[config.mk]
export PLATFORM = sky130hd
export DESIGN_NAME = blob_centroid_tracker
export DESIGN_NICKNAME = d
export VERILOG_FILES = /design/src/rtl/blob_centroid_tracker.sv
export SDC_FILE = /design/constraint.sdc
export NUM_CORES = 2
export LEC_CHECK = 0
export ABC_AREA = 1
export BUFFER_PORTS_ARGS = -buffer_cell sky130_fd_sc_hd__buf_2
export CAP_MARGIN = 10
export CORE_ASPECT_RATIO = 1.1
export CORE_UTILIZATION = 30
export CTS_CLUSTER_DIAMETER = 30
export CTS_CLUSTER_SIZE = 10
export DETAILED_ROUTE_END_ITERATION = 8
export PLACE_DENSITY = 0.48
export SETUP_SLACK_MARGIN = 0.02
export SLEW_MARGIN = 10
export SYNTH_ARGS = -nofsm -noshare
export SYNTH_HDL_FRONTEND = slang
export SYNTH_SLANG_ARGS = --single-unit
[constraint.sdc]
create_clock -name clk_i -period 4.1 [get_ports clk_i]
set_input_delay 0 -clock clk_i [delete_from_list [all_inputs] [get_ports clk_i]]
set_output_delay 0 -clock clk_i [all_outputs]
set_load 0.02 [all_outputs]
[src/rtl/blob_centroid_tracker.sv]
// Per-colour blob statistics: live accumulators count pixels continuously while a
// snapshot of the previous frame is reduced to centroids by one shared restoring divider.
module blob_centroid_tracker #(
  parameter int unsigned NUM_COLORS = 4,
  parameter int unsigned COLOR_W    = 2,
  parameter int unsigned XW         = 10,
  parameter int unsigned YW         = 9,
  parameter int unsigned CNT_W      = 19,
  parameter int unsigned MIN_PIXELS = 16
) (
  input  logic                     clk_i,
  input  logic                     rst_ni,
  input  logic [COLOR_W-1:0]       color_i,
  input  logic [XW-1:0]            interesting_x_i,
  input  logic [YW-1:0]            interesting_y_i,
  input  logic                     interesting_flag_i,
  input  logic                     frame_flag_i,
  output logic [NUM_COLORS*XW-1:0] centroid_x_o,
  output logic [NUM_COLORS*YW-1:0] centroid_y_o,
  output logic [NUM_COLORS*XW-1:0] bbox_min_x_o,
  output logic [NUM_COLORS*XW-1:0] bbox_max_x_o,
  output logic [NUM_COLORS*YW-1:0] bbox_min_y_o,
  output logic [NUM_COLORS*YW-1:0] bbox_max_y_o,
  output logic [NUM_COLORS-1:0]    channel_valid_o,
  output logic                     results_valid_o,
  output logic                     busy_o,
  output logic                     overrun_o
);

  localparam int unsigned SXW = XW + CNT_W;
  localparam int unsigned SYW = YW + CNT_W;
  localparam int unsigned DW  = XW + CNT_W;
  localparam int unsigned KW  = (NUM_COLORS > 1) ? $clog2(NUM_COLORS) : 1;
  localparam int unsigned BW  = $clog2(DW + 1);

  localparam logic [CNT_W-1:0] CntMax  = '1;
  localparam logic [CNT_W-1:0] CntOne  = CNT_W'(1);
  localparam logic [CNT_W-1:0] MinPix  = CNT_W'(MIN_PIXELS);
  localparam logic [KW-1:0]    LastK   = KW'(NUM_COLORS - 1);
  localparam logic [BW-1:0]    LastBit = BW'(DW - 1);

  typedef enum logic [2:0] {
    StIdle,
    StCheck,
    StDivX,
    StDivY,
    StNext,
    StDone
  } state_e;

  state_e state_q;

  // ---------------------------------------------------------------------------
  // Frame boundary detection
  // ---------------------------------------------------------------------------
  logic frame_prev_q;
  logic frame_edge;
  logic snap_load;

  assign frame_edge = frame_flag_i & ~frame_prev_q;
  assign snap_load  = frame_edge & (state_q == StIdle);

  // Previous frame_flag for rising-edge detection
  always_ff @(posedge clk_i or negedge rst_ni) begin
    if (!rst_ni) begin
      frame_prev_q <= 1'b0;
    end else begin
      frame_prev_q <= frame_flag_i;
    end
  end

  // ---------------------------------------------------------------------------
  // Live accumulators
  // ---------------------------------------------------------------------------
  logic [SXW-1:0]        sum_x_q [NUM_COLORS];
  logic [SXW-1:0]        sum_x_d [NUM_COLORS];
  logic [SYW-1:0]        sum_y_q [NUM_COLORS];
  logic [SYW-1:0]        sum_y_d [NUM_COLORS];
  logic [CNT_W-1:0]      cnt_q   [NUM_COLORS];
  logic [CNT_W-1:0]      cnt_d   [NUM_COLORS];
  logic [XW-1:0]         min_x_q [NUM_COLORS];
  logic [XW-1:0]         min_x_d [NUM_COLORS];
  logic [XW-1:0]         max_x_q [NUM_COLORS];
  logic [XW-1:0]         max_x_d [NUM_COLORS];
  logic [YW-1:0]         min_y_q [NUM_COLORS];
  logic [YW-1:0]         min_y_d [NUM_COLORS];
  logic [YW-1:0]         max_y_q [NUM_COLORS];
  logic [YW-1:0]         max_y_d [NUM_COLORS];
  logic [NUM_COLORS-1:0] hit;

  // Decode which channel the current pixel belongs to; out-of-range colours hit nothing
  always_comb begin
    for (int c = 0; c < NUM_COLORS; c++) begin
      hit[c] = interesting_flag_i && (color_i == COLOR_W'(c));
    end
  end

  // Accumulator next state: a frame edge restarts every channel, seeding it with the
  // pixel sampled in that same cycle; a saturated counter freezes the whole channel
  always_comb begin
    for (int c = 0; c < NUM_COLORS; c++) begin
      sum_x_d[c] = sum_x_q[c];
      sum_y_d[c] = sum_y_q[c];
      cnt_d[c]   = cnt_q[c];
      min_x_d[c] = min_x_q[c];
      max_x_d[c] = max_x_q[c];
      min_y_d[c] = min_y_q[c];
      max_y_d[c] = max_y_q[c];
      if (frame_edge) begin
        if (hit[c]) begin
          sum_x_d[c] = SXW'(interesting_x_i);
          sum_y_d[c] = SYW'(interesting_y_i);
          cnt_d[c]   = CntOne;
          min_x_d[c] = interesting_x_i;
          max_x_d[c] = interesting_x_i;
          min_y_d[c] = interesting_y_i;
          max_y_d[c] = interesting_y_i;
        end else begin
          sum_x_d[c] = '0;
          sum_y_d[c] = '0;
          cnt_d[c]   = '0;
          min_x_d[c] = '0;
          max_x_d[c] = '0;
          min_y_d[c] = '0;
          max_y_d[c] = '0;
        end
      end else if (hit[c] && (cnt_q[c] != CntMax)) begin
        sum_x_d[c] = sum_x_q[c] + SXW'(interesting_x_i);
        sum_y_d[c] = sum_y_q[c] + SYW'(interesting_y_i);
        cnt_d[c]   = cnt_q[c] + CntOne;
        if (cnt_q[c] == '0) begin
          min_x_d[c] = interesting_x_i;
          max_x_d[c] = interesting_x_i;
          min_y_d[c] = interesting_y_i;
          max_y_d[c] = interesting_y_i;
        end else begin
          if (interesting_x_i < min_x_q[c]) min_x_d[c] = interesting_x_i;
          if (interesting_x_i > max_x_q[c]) max_x_d[c] = interesting_x_i;
          if (interesting_y_i < min_y_q[c]) min_y_d[c] = interesting_y_i;
          if (interesting_y_i > max_y_q[c]) max_y_d[c] = interesting_y_i;
        end
      end
    end
  end

  // Live accumulator registers
  always_ff @(posedge clk_i or negedge rst_ni) begin
    if (!rst_ni) begin
      for (int c = 0; c < NUM_COLORS; c++) begin
        sum_x_q[c] <= '0;
        sum_y_q[c] <= '0;
        cnt_q[c]   <= '0;
        min_x_q[c] <= '0;
        max_x_q[c] <= '0;
        min_y_q[c] <= '0;
        max_y_q[c] <= '0;
      end
    end else begin
      for (int c = 0; c < NUM_COLORS; c++) begin
        sum_x_q[c] <= sum_x_d[c];
        sum_y_q[c] <= sum_y_d[c];
        cnt_q[c]   <= cnt_d[c];
        min_x_q[c] <= min_x_d[c];
        max_x_q[c] <= max_x_d[c];
        min_y_q[c] <= min_y_d[c];
        max_y_q[c] <= max_y_d[c];
      end
    end
  end

  // ---------------------------------------------------------------------------
  // Snapshot of the completed frame, stable for the whole divider sequence
  // ---------------------------------------------------------------------------
  logic [SXW-1:0]   snap_sum_x_q [NUM_COLORS];
  logic [SYW-1:0]   snap_sum_y_q [NUM_COLORS];
  logic [CNT_W-1:0] snap_cnt_q   [NUM_COLORS];
  logic [XW-1:0]    snap_min_x_q [NUM_COLORS];
  logic [XW-1:0]    snap_max_x_q [NUM_COLORS];
  logic [YW-1:0]    snap_min_y_q [NUM_COLORS];
  logic [YW-1:0]    snap_max_y_q [NUM_COLORS];

  // Capture live values only when the engine is free; an overrun edge leaves these alone
  always_ff @(posedge clk_i or negedge rst_ni) begin
    if (!rst_ni) begin
      for (int c = 0; c < NUM_COLORS; c++) begin
        snap_sum_x_q[c] <= '0;
        snap_sum_y_q[c] <= '0;
        snap_cnt_q[c]   <= '0;
        snap_min_x_q[c] <= '0;
        snap_max_x_q[c] <= '0;
        snap_min_y_q[c] <= '0;
        snap_max_y_q[c] <= '0;
      end
    end else if (snap_load) begin
      for (int c = 0; c < NUM_COLORS; c++) begin
        snap_sum_x_q[c] <= sum_x_q[c];
        snap_sum_y_q[c] <= sum_y_q[c];
        snap_cnt_q[c]   <= cnt_q[c];
        snap_min_x_q[c] <= min_x_q[c];
        snap_max_x_q[c] <= max_x_q[c];
        snap_min_y_q[c] <= min_y_q[c];
        snap_max_y_q[c] <= max_y_q[c];
      end
    end
  end

  // ---------------------------------------------------------------------------
  // Restoring divider step
  // ---------------------------------------------------------------------------
  logic [KW-1:0]    k_q;
  logic [DW-1:0]    dq_q;     // dividend shifting out, quotient shifting in
  logic [CNT_W-1:0] rem_q;
  logic [BW-1:0]    bit_q;
  logic [CNT_W-1:0] divisor;
  logic [CNT_W:0]   trial;
  logic [CNT_W-1:0] diff;
  logic             q_bit;
  logic [CNT_W-1:0] rem_next;
  logic [DW-1:0]    dq_next;

  assign divisor = snap_cnt_q[k_q];

  // One quotient bit per cycle; remainder stays below the divisor so CNT_W bits suffice
  always_comb begin
    trial    = {rem_q, dq_q[DW-1]};
    q_bit    = (trial >= {1'b0, divisor});
    diff     = trial[CNT_W-1:0] - divisor;
    rem_next = q_bit ? diff : trial[CNT_W-1:0];
    dq_next  = {dq_q[DW-2:0], q_bit};
  end

  // ---------------------------------------------------------------------------
  // Sequencer, staging and registered outputs
  // ---------------------------------------------------------------------------
  logic [NUM_COLORS*XW-1:0] stg_cx_q;
  logic [NUM_COLORS*YW-1:0] stg_cy_q;
  logic [NUM_COLORS*XW-1:0] stg_min_x_q;
  logic [NUM_COLORS*XW-1:0] stg_max_x_q;
  logic [NUM_COLORS*YW-1:0] stg_min_y_q;
  logic [NUM_COLORS*YW-1:0] stg_max_y_q;
  logic [NUM_COLORS-1:0]    stg_valid_q;
  logic                     results_valid_q;
  logic                     overrun_q;

  // Walk the channels, dividing qualified ones, then publish everything at once
  always_ff @(posedge clk_i or negedge rst_ni) begin
    if (!rst_ni) begin
      state_q         <= StIdle;
      k_q             <= '0;
      dq_q            <= '0;
      rem_q           <= '0;
      bit_q           <= '0;
      stg_cx_q        <= '0;
      stg_cy_q        <= '0;
      stg_min_x_q     <= '0;
      stg_max_x_q     <= '0;
      stg_min_y_q     <= '0;
      stg_max_y_q     <= '0;
      stg_valid_q     <= '0;
      centroid_x_o    <= '0;
      centroid_y_o    <= '0;
      bbox_min_x_o    <= '0;
      bbox_max_x_o    <= '0;
      bbox_min_y_o    <= '0;
      bbox_max_y_o    <= '0;
      channel_valid_o <= '0;
      results_valid_q <= 1'b0;
      overrun_q       <= 1'b0;
    end else begin
      results_valid_q <= 1'b0;
      overrun_q       <= frame_edge && (state_q != StIdle);
      unique case (state_q)
        StIdle: begin
          if (frame_edge) begin
            k_q     <= '0;
            state_q <= StCheck;
          end
        end
        StCheck: begin
          if (divisor < MinPix) begin
            stg_valid_q[k_q]             <= 1'b0;
            stg_cx_q[k_q*XW +: XW]       <= '0;
            stg_cy_q[k_q*YW +: YW]       <= '0;
            stg_min_x_q[k_q*XW +: XW]    <= '0;
            stg_max_x_q[k_q*XW +: XW]    <= '0;
            stg_min_y_q[k_q*YW +: YW]    <= '0;
            stg_max_y_q[k_q*YW +: YW]    <= '0;
            state_q                      <= StNext;
          end else begin
            stg_valid_q[k_q]             <= 1'b1;
            stg_min_x_q[k_q*XW +: XW]    <= snap_min_x_q[k_q];
            stg_max_x_q[k_q*XW +: XW]    <= snap_max_x_q[k_q];
            stg_min_y_q[k_q*YW +: YW]    <= snap_min_y_q[k_q];
            stg_max_y_q[k_q*YW +: YW]    <= snap_max_y_q[k_q];
            dq_q                         <= DW'(snap_sum_x_q[k_q]);
            rem_q                        <= '0;
            bit_q                        <= '0;
            state_q                      <= StDivX;
          end
        end
        StDivX: begin
          dq_q  <= dq_next;
          rem_q <= rem_next;
          bit_q <= bit_q + BW'(1);
          if (bit_q == LastBit) begin
            stg_cx_q[k_q*XW +: XW] <= dq_next[XW-1:0];
            dq_q                   <= DW'(snap_sum_y_q[k_q]);
            rem_q                  <= '0;
            bit_q                  <= '0;
            state_q                <= StDivY;
          end
        end
        StDivY: begin
          dq_q  <= dq_next;
          rem_q <= rem_next;
          bit_q <= bit_q + BW'(1);
          if (bit_q == LastBit) begin
            stg_cy_q[k_q*YW +: YW] <= dq_next[YW-1:0];
            state_q                <= StNext;
          end
        end
        StNext: begin
          if (k_q == LastK) begin
            state_q <= StDone;
          end else begin
            k_q     <= k_q + KW'(1);
            state_q <= StCheck;
          end
        end
        StDone: begin
          centroid_x_o    <= stg_cx_q;
          centroid_y_o    <= stg_cy_q;
          bbox_min_x_o    <= stg_min_x_q;
          bbox_max_x_o    <= stg_max_x_q;
          bbox_min_y_o    <= stg_min_y_q;
          bbox_max_y_o    <= stg_max_y_q;
          channel_valid_o <= stg_valid_q;
          results_valid_q <= 1'b1;
          state_q         <= StIdle;
        end
        default: state_q <= StIdle;
      endcase
    end
  end

  assign results_valid_o = results_valid_q;
  assign overrun_o       = overrun_q;
  assign busy_o          = (state_q != StIdle);

endmodule
==> results.sh <==
export IMPL_yosysTopAreaCell="dfrtp_1"
export IMPL_routabilityCongestion=0.908
export IMPL_cts_made_buffers=409
export IMPL_clockBufferDepth=4
export IMPL_area_delta_synth_final_pct=25.7
export IMPL_drt_iter0_drc=5915
export IMPL_io_buffer_count=259
export IMPL_worstMarginPinSlew_ps=991
export IMPL_powerDensity_nw_per_um2=755
export IMPL_grt_overflow_total=0
export IMPL_ios=260
export IMPL_fill_cells=25800
export IMPL_rows=193
export IMPL_cts_resized_gates=0
export IMPL_chipWidth_um=481
export IMPL_place_inst=13100
export IMPL_hp_class="primary input to flop"
export IMPL_status="finished clean"
export IMPL_grt_pass1_wl_mm=445
export IMPL_avgRoutedWirePerCell_um=21.2
export IMPL_crit_chain="inv_6, o21ai_0, o22ai_1, ha_1, inv_1, fa_1, nand3_1, nand3_1, nand3_1, nand3_1, nand2_1, nand2_1, buf_12, nand2_1, nand3_1, nand3_1, nand2_1, nand2_1, nand2_1"
export IMPL_final_cell_area_um2=95300
export IMPL_synthTopCellsByCount="nand2_1, dfrtp_1, o21ai_0"
export IMPL_max_stage_delay_ps=610
export IMPL_grt_pass1_vias=69000
export IMPL_final_seq_area_um2=36000
export IMPL_synth_area_leaders="dfrtp_1, nand2_1, o21ai_0"
export IMPL_ys_ff_latch=1437
export IMPL_via_count=70100
export IMPL_synthCells=9829
export IMPL_viasPerCell=5.06
export IMPL_synth_most_common_cell="nand2_1"
export IMPL_hpwlAfterDp_mm=208
export IMPL_finClkSkew_ps=110
export IMPL_htree_levels=5
export IMPL_crit_required_ps=4940
export IMPL_critPathKind="flop to flop"
export IMPL_syn_area_per_cell_um2=7.71
export IMPL_synthArstFlopShare_pct=100
export IMPL_cts_tree="built"
export IMPL_die_h_um=529
export IMPL_crit_path_top_delay_cell="dfrtp_4"
export IMPL_hold_violations=0
export IMPL_synth_seq_area_share_pct=47.4
export IMPL_dieArea_um2=255000
export IMPL_drv_slew=0
export IMPL_grt_max_degree=169
export IMPL_setup_tns_ps=0
export IMPL_slew_headroom_pct=33.9
export IMPL_coreArea_um2=251000
export IMPL_rsz0062_at_grt="no"
export IMPL_synth_top_area_share_pct=47.4
export IMPL_track_usage_pct=22.8
export IMPL_arrival_ps=4410
export IMPL_cts_sinks=1437
export IMPL_crit_fanout=37
export IMPL_firstDrtPassIters=6
export IMPL_max_cap_violations=0
export IMPL_period_minus_slack_ps=3560
export IMPL_antenna_cells=0
export IMPL_finish_utilization_pct=37.9
export IMPL_p_leak_nw=45.3
export IMPL_drc=0
export IMPL_start_util_pct=30.2
export IMPL_clk_pin_slew_ps=40
export IMPL_drive_above_1_share_pct=11.6
export IMPL_netlist_area_um2=75800
export IMPL_ys_warn_count=0
export IMPL_synth_ff_type="dfrtp_1"
export IMPL_insertion_delay_ps=990
export IMPL_ant_nets=0
export IMPL_ys_types=60
export IMPL_synth_edf_count=0
export IMPL_syn_num_nets=10100
export IMPL_fin_crit_sh_pct=86.9
export IMPL_holdWs_ps=107
export IMPL_antenna_found_initial=9
export IMPL_multi_input_area_um2=34300
export IMPL_placed_cell_area_um2=80800
export IMPL_ir_drop_mv=0.499
export IMPL_finalSetupViolCount=0
export IMPL_wirelength_mm=294
export IMPL_critPathCaptureType="flop"
export IMPL_clock_root_buffer="clkbuf_16"
export IMPL_final_nets=10500
export IMPL_max_freq_mhz=281
export IMPL_fin_cells=13900
export IMPL_startpoint_type="flop"
[metal layers]
| metal | GRT usage, % | vias to the layer above | share of wire, % |
|---|---|---|---|
| li1 | - | 33300 | - |
| met1 | 31.3 | 34000 | 46 |
| met2 | 36.7 | 2281 | 46 |
| met3 | 3.27 | 465 | 5.2 |
| met4 | 7.46 | 2 | 3.0 |
| met5 | 0 | - | 0.0061 |
[cells by family after synthesis]
logic type,after synthesis,share of synthesized area (%)
xor gates and xnor gates,90,1.04
adders and majority gates,264,4.45
AOI/OAI and AO/OA,2080,14.6
DFF,1437,47.4
buffers and inverters,1408,7.38
and+or+nand+nor,4550,25.1
[area by class of cell]
| class | instances | area share (%) |
|---|---|---|
| Sequential cell | 1437 | 37.7 |
| Multi-Input combinational cell | 6984 | 36.0 |
| Clock buffer | 544 | 12.3 |
| Tap cell | 3315 | 4.35 |
| Inverter | 938 | 3.73 |
| Timing Repair Buffer | 437 | 3.23 |
| Clock inverter | 196 | 2.65 |
[placed cells by master, fill, tap and decap left out, types with 9 or more instances in the layout]
cell and n:
a21boi_0 10, a21o_1 20, a21oi_1 410, a221oi_1 16, a31oi_1 25, buf_12 28, buf_2 258, buf_4 121
bufinv_16 54, clkbuf_1 45, clkbuf_16 415, clkbuf_8 84, clkinv_2 95, clkinvlp_4 27, dfrtp_1 1435, dlygate4sd3_1 28
fa_1 9, ha_1 254, inv_1 916, inv_2 13, inv_6 10, nand2_1 2995, nand2_2 26, nand3_1 521
nand3b_1 62, nand4_1 190, nor2_1 506, nor2_2 9, nor3_1 137, nor3_2 10, nor4_1 39, o2111ai_1 16
o211ai_1 25, o21ai_0 1310, o21ai_1 64, o22ai_1 100, o31ai_1 39, or2_2 33, xnor2_1 23, xor2_1 67
[path summary, 6_finish.rpt]
path                                     from                              to  slack, ps  depth (start not counted)
hold / removal             interesting_x_i[5]         sum_x_q[34]$_DFFE_PN0P_        110                          4
max in group asynchronous              rst_ni      snap_cnt_q[64]$_DFFE_PN0P_       2780                          4
min in group asynchronous              rst_ni    bbox_min_y_o[24]$_DFFE_PN0P_        490                          4
setup reg to reg           k_q[0]$_DFFE_PN0P_        stg_cx_q[16]$_DFFE_PN0P_        540                         19
setup / recovery           k_q[0]$_DFFE_PN0P_        stg_cx_q[16]$_DFFE_PN0P_        540                         19
hold reg to reg                          flop  channel_valid_o[0]$_DFFE_PN0P_        440                          2
[flip-flops by register name, indices dropped and copies added (netlist names), 76 cells and up, named ones only]
register,flops
sum_x_q,116
sum_y_q,112
snap_cnt_q,76
cnt_q,76
snap_sum_y_q,112
snap_sum_x_q,116
[power by group]
group,internal [mW],switching [mW]
Sequential,17.6,2.54
Clock,23.1,9.38
Combinational,5.85,13.4
[worst max-delay path, delay by kind of cell, from the launching register on]
kind | cells | cell delay (ps)
AND/OR/NAND/NOR | 12 | 1380
adder cells (fa/ha/maj) | 2 | 650
flip-flops | 1 | 610
buffers and inverters | 3 | 530
AO/OA/AOI/OAI | 2 | 300
[timing repair]
item / in CTS / in global routing
hold endpoints to repair: 1750 / 0
setup buffers: 0 / 0
hold buffers: 29 / 0
[metrics by stage]
step | total power [mW] | setup WS, ps
5_1_grt | 76.0 | 170
6_report | 71.9 | 537
3_3_place_gp | 39.3 | 562
4_1_cts | 72.3 | 593
3_5_place_dp | 39.4 | 543
2_1_floorplan | 32.0 | 490
Note: power is estimated with default switching activity, not from simulation.
